## config.mk

```make
export PLATFORM = sky130hd
export DESIGN_NAME = aes_round_ctrl
export DESIGN_NICKNAME = d
export VERILOG_FILES = /design/src/rtl/aes_round_ctrl.sv
export SDC_FILE = /design/constraint.sdc
export NUM_CORES = 1
export LEC_CHECK = 0
export CORE_UTILIZATION = 55
export CTS_BUF_LIST = sky130_fd_sc_hd__clkbuf_16
export DETAILED_ROUTE_END_ITERATION = 16
export GPL_ROUTABILITY_DRIVEN = 0
export GPL_TIMING_DRIVEN = 0
export PLACE_DENSITY_LB_ADDON = 0.3
export SYNTH_ARGS = -nofsm -noshare
export SYNTH_HDL_FRONTEND = slang
export SYNTH_SLANG_ARGS = --single-unit
```

## constraint.sdc

```tcl
create_clock -name clk -period 6.4 [get_ports clk]
set_input_delay 1.92 -clock clk [delete_from_list [all_inputs] [get_ports clk]]
set_output_delay 1.92 -clock clk [all_outputs]
set_load 0.01 [all_outputs]
```

## src/rtl/aes_round_ctrl.sv

```systemverilog
// Round sequencer for an iterative AES-128 datapath: one initial addRoundKey, then NR rounds,
// each waiting SBOX_LAT cycles for the synchronous S-box before committing state and key.
module aes_round_ctrl #(
    parameter int NR       = 10,
    parameter int SBOX_LAT = 1
) (
    input  logic       clk,
    input  logic       reset,
    input  logic       start,
    output logic       ld_init,
    output logic       st_en,
    output logic       key_en,
    output logic       skip_mix,
    output logic [7:0] rcon,
    output logic [3:0] round,
    output logic       busy,
    output logic       done,
    output logic [2:0] dbg_state
);

    // Handshake: start is a level request sampled only in IDLE and DONE; done holds while
    // start stays high, and the host must drop start before the next request is accepted.
    typedef enum logic [2:0] {
        S_IDLE = 3'd0,
        S_INIT = 3'd1,
        S_SUB  = 3'd2,
        S_UPD  = 3'd3,
        S_DONE = 3'd4
    } state_t;

    localparam logic [2:0] WAIT_LOAD  = 3'(SBOX_LAT - 1);
    localparam logic [3:0] ROUND_LAST = 4'(NR);

    state_t     state_q, state_d;
    logic [3:0] round_q, round_d;
    logic [2:0] wcnt_q,  wcnt_d;

    // AES RC[r]: start at 01 and xtime-double r-1 times, reducing by 1B on MSB carry.
    function automatic logic [7:0] rcon_of(input logic [3:0] r);
        logic [7:0] c;
        c = 8'h01;
        for (int i = 2; i < 16; i++) begin
            if (4'(i) <= r) begin
                c = {c[6:0], 1'b0} ^ (c[7] ? 8'h1b : 8'h00);
            end
        end
        return c;
    endfunction

    always_ff @(posedge clk) begin
        if (reset) begin
            state_q <= S_IDLE;
            round_q <= 4'd0;
            wcnt_q  <= 3'd0;
        end else begin
            state_q <= state_d;
            round_q <= round_d;
            wcnt_q  <= wcnt_d;
        end
    end

    always_comb begin
        state_d = state_q;
        round_d = round_q;
        wcnt_d  = wcnt_q;
        case (state_q)
            S_IDLE: begin
                if (start) begin
                    state_d = S_INIT;
                end
            end
            S_INIT: begin
                state_d = S_SUB;
                round_d = 4'd1;
                wcnt_d  = WAIT_LOAD;
            end
            S_SUB: begin
                if (wcnt_q == 3'd0) begin
                    state_d = S_UPD;
                end else begin
                    wcnt_d = wcnt_q - 3'd1;
                end
            end
            S_UPD: begin
                // round saturates at NR and is only cleared on the way back to IDLE.
                if (round_q == ROUND_LAST) begin
                    state_d = S_DONE;
                end else begin
                    state_d = S_SUB;
                    round_d = round_q + 4'd1;
                    wcnt_d  = WAIT_LOAD;
                end
            end
            S_DONE: begin
                if (!start) begin
                    state_d = S_IDLE;
                    round_d = 4'd0;
                end
            end
            default: begin
                state_d = S_IDLE;
                round_d = 4'd0;
                wcnt_d  = 3'd0;
            end
        endcase
    end

    always_comb begin
        ld_init  = 1'b0;
        st_en    = 1'b0;
        key_en   = 1'b0;
        skip_mix = 1'b0;
        rcon     = 8'h00;
        busy     = 1'b0;
        done     = 1'b0;
        case (state_q)
            S_INIT: begin
                ld_init = 1'b1;
                busy    = 1'b1;
            end
            S_SUB: begin
                busy = 1'b1;
                rcon = rcon_of(round_q);
            end
            S_UPD: begin
                st_en    = 1'b1;
                key_en   = 1'b1;
                skip_mix = (round_q == ROUND_LAST);
                busy     = 1'b1;
                rcon     = rcon_of(round_q);
            end
            S_DONE: begin
                done = 1'b1;
            end
            default: begin
                busy = 1'b0;
            end
        endcase
    end

    assign round     = round_q;
    assign dbg_state = state_q;

endmodule
```

==> flow_summary.ini <==
[synthesis]
syn-num-nets = 302
mappedNetlistArea_um2 = 2080
ys.flop_type = dfxtp_1
synth_edf_count = 0
synth.avg_cell_area_um2 = 7.18
synth.distinct_cells = 78
ys_seq_elements = 10
seq_area_frac_synth = 0.0962
async_reset_ff_frac = 0
synth_cells = 290
yosysWarnings = 0

[detailed_routing]
ant_nets = 0
vias = 2465
drc_errors = 0
dr.pass1.iters = 7
drt_iter0_drc = 341
viasPerCell = 6.68
routed_wl_mm = 6.32
wl_per_cell_um = 17.1

[critical_path]
r2r_end = wcnt_q[2]
slowest_stage = clkdlybuf4s50_1
worstPathArrival_ns = 4.38
max_stage_delay_ns = 0.56
cp-start-kind = flip-flop
ff2ff_path_depth = 12
critPathMaxFanout = 10
rrSetupSlack_ns = 4.05
required_ns = 4.48
end_kind = output port
r2r_start = round[2]
path_cells = buf_6 -> inv_1 -> ha_4 -> nor3_4 -> buf_4 -> nand2_1 -> ha_1 -> or3b_1 -> a211oi_1 -> o21ai_1 -> a32o_1 -> nor2_1 -> nor2_1 -> a22o_4 -> xnor2_1 -> o31a_1 -> o21ai_1 -> clkdlybuf4s50_1
path_class = reg2out

[cells_and_area]
final_common_cell = nor2_1
multi_input_area_um2 = 1820
layout-drive-gt1-share = 0.214
nets = 337
seqCellArea_um2 = 205
final_cell_mix = nor2_1 (30), nand2_1 (29), a21oi_1 (26)
diodes = 0
synthToLayoutAreaGrowth_pct = 26.7
post-route-util = 0.761
fillers = 258

[timing]
finalHoldViolCount = 0
fin_worst_skew_ns = 0.000855
slew-limit-headroom = 0.651
post-route-period-util = 0.984
slew_violations = 0
worstMarginPinSlew_ns = 0.524
setup_viol = 0
rsz0062_at_grt = false
fin_crit_ns = 6.30
fmax_mhz = 159

[cts]
holdBufCountCts = 0
htreeDepth = 1
cts_tree = done
path_clk_slew_ns = 0.04
cts_sinks = 10
cts_root_buffer = clkbuf_16
clk_path_buf_depth = 2
cts_made_buffers = 3
clk_latency_ns = 0.24

[die]
io_pins = 24
die_w_um = 63.5
core-area_um2 = 3470
chipHeight_um = 63.5
start_util = 0.600
rows = 21
die-area_um2 = 4040

[hold_path]
worstHoldPathCells = 2
hp-class = reg2reg
min_from = wcnt_q[1]
min_to = wcnt_q[1]

[global_route]
overflow = 0
grt_pass1_vias = 2160
grt_usage = 0.312
grt_pass1_wl_mm = 10.1
grt_antenna_before_repair = 0
grt_max_degree = 11

[outcome]
status = finished clean

[placed_design]
port_buffers = 22
dpl.hpwl_mm = 4.40

[power_and_ir_drop]
power.total_uw = 218
p_leak_uw = 0.00102
ir_worst_vdd_v = 0.000150
power_density_nw_per_um2 = 82.7

[run]
maxCapViolations = 0
registers in the layout, summed over array words and instances (netlist names):
register and flops:
wcnt_q 3, dbg_state 3, round 4
routing by layer:
metal / GRT usage / share of wire
met5: 0 / 0
met4: 0.0938 / 0.023
met3: 0.0362 / 0.11
met2: 0.513 / 0.47
met1: 0.419 / 0.40
cell usage after synthesis, types with 8 or more instances:
| library cell | n | area [µm²] |
|---|---|---|
| nor3_1 | 9 | 45.0 |
| inv_1 | 10 | 37.5 |
| nand2_1 | 29 | 109 |
| ha_1 | 9 | 113 |
| dfxtp_1 | 10 | 200 |
| clkbuf_1 | 9 | 33.8 |
| o21ai_1 | 8 | 40.0 |
| a21oi_1 | 26 | 130 |
| xnor2_1 | 9 | 78.8 |
| nor2_1 | 31 | 116 |
layout make-up:
cell class | instances | share of cell area
Tap cell | 46 | 0.0218
Multi-Input combinational cell | 247 | 0.690
Sequential cell | 10 | 0.0778
Inverter | 11 | 0.0156
Clock buffer | 3 | 0.0284
Buffer | 21 | 0.0564
Timing Repair Buffer | 31 | 0.110
metrics by stage:
| stage | cell area (µm²) | TNS, ns | setup WS, ns | hold WS, ns | cells |
|---|---|---|---|---|---|
| after floorplan | 2080 | 0 | 0.663 | 0.432 | 290 |
| after global placement | 2360 | -1.53 | -0.354 | 0.443 | 358 |
| after detailed placement | 2360 | -2.05 | -0.408 | 0.445 | 358 |
| after CTS | 2520 | 0 | 0.0280 | 0.448 | 364 |
| after global routing | 2640 | 0 | 0.00638 | 0.492 | 369 |
| final | 2640 | 0 | 0.103 | 0.450 | 369 |
repair_timing:
action,CTS,global route
endpoints found under the setup margin,8,8
resized for setup,12,17
setup buffers,4,5
pin swaps,3,4
hold endpoints to repair,0,0
cell families after synthesis:
| kind of cell | count (synthesis) | share of synthesized area |
|---|---|---|
| and+or+nand+nor | 119 | 0.302 |
| AOI/OAI and AO/OA | 97 | 0.354 |
| buffers and inverters | 33 | 0.0925 |
| xor gates and xnor gates | 15 | 0.0631 |
| DFF | 10 | 0.0962 |
| adders and majority gates | 9 | 0.0541 |
| muxes | 7 | 0.0379 |
critical path, delay by kind of cell, from the launching register on:
| kind | cells | cell delay (ns) |
|---|---|---|
| xor gates and xnor gates | 1 | 0.16 |
| AOI/OAI and AO/OA | 6 | 1.27 |
| adders and majority gates | 2 | 0.45 |
| DFF | 1 | 0.34 |
| buffers and inverters | 4 | 1.00 |
| and+or+nand+nor | 5 | 0.91 |
where the power goes:
part | total [µW] | leakage, µW | internal [µW] | switching (µW)
registers | 66.7 | 0.0000823 | 64.3 | 2.33
logic | 42.3 | 0.000900 | 18.6 | 23.7
clock network | 109 | 0.0000370 | 80.9 | 28.3
total | 218 | 0.00102 | 164 | 54.3
worst max path at each step:
stage	from	end	cells past startpoint
6_report	round[0]	rcon[4]	18
3_3_place_gp	round[0]	rcon[5]	17
3_5_place_dp	round[0]	rcon[5]	17
2_1_floorplan	round[0]	rcon[1]	14
4_1_cts	round[0]	rcon[5]	17
5_1_grt	round[0]	rcon[4]	20
Note: power is estimated with default switching activity, not from simulation.
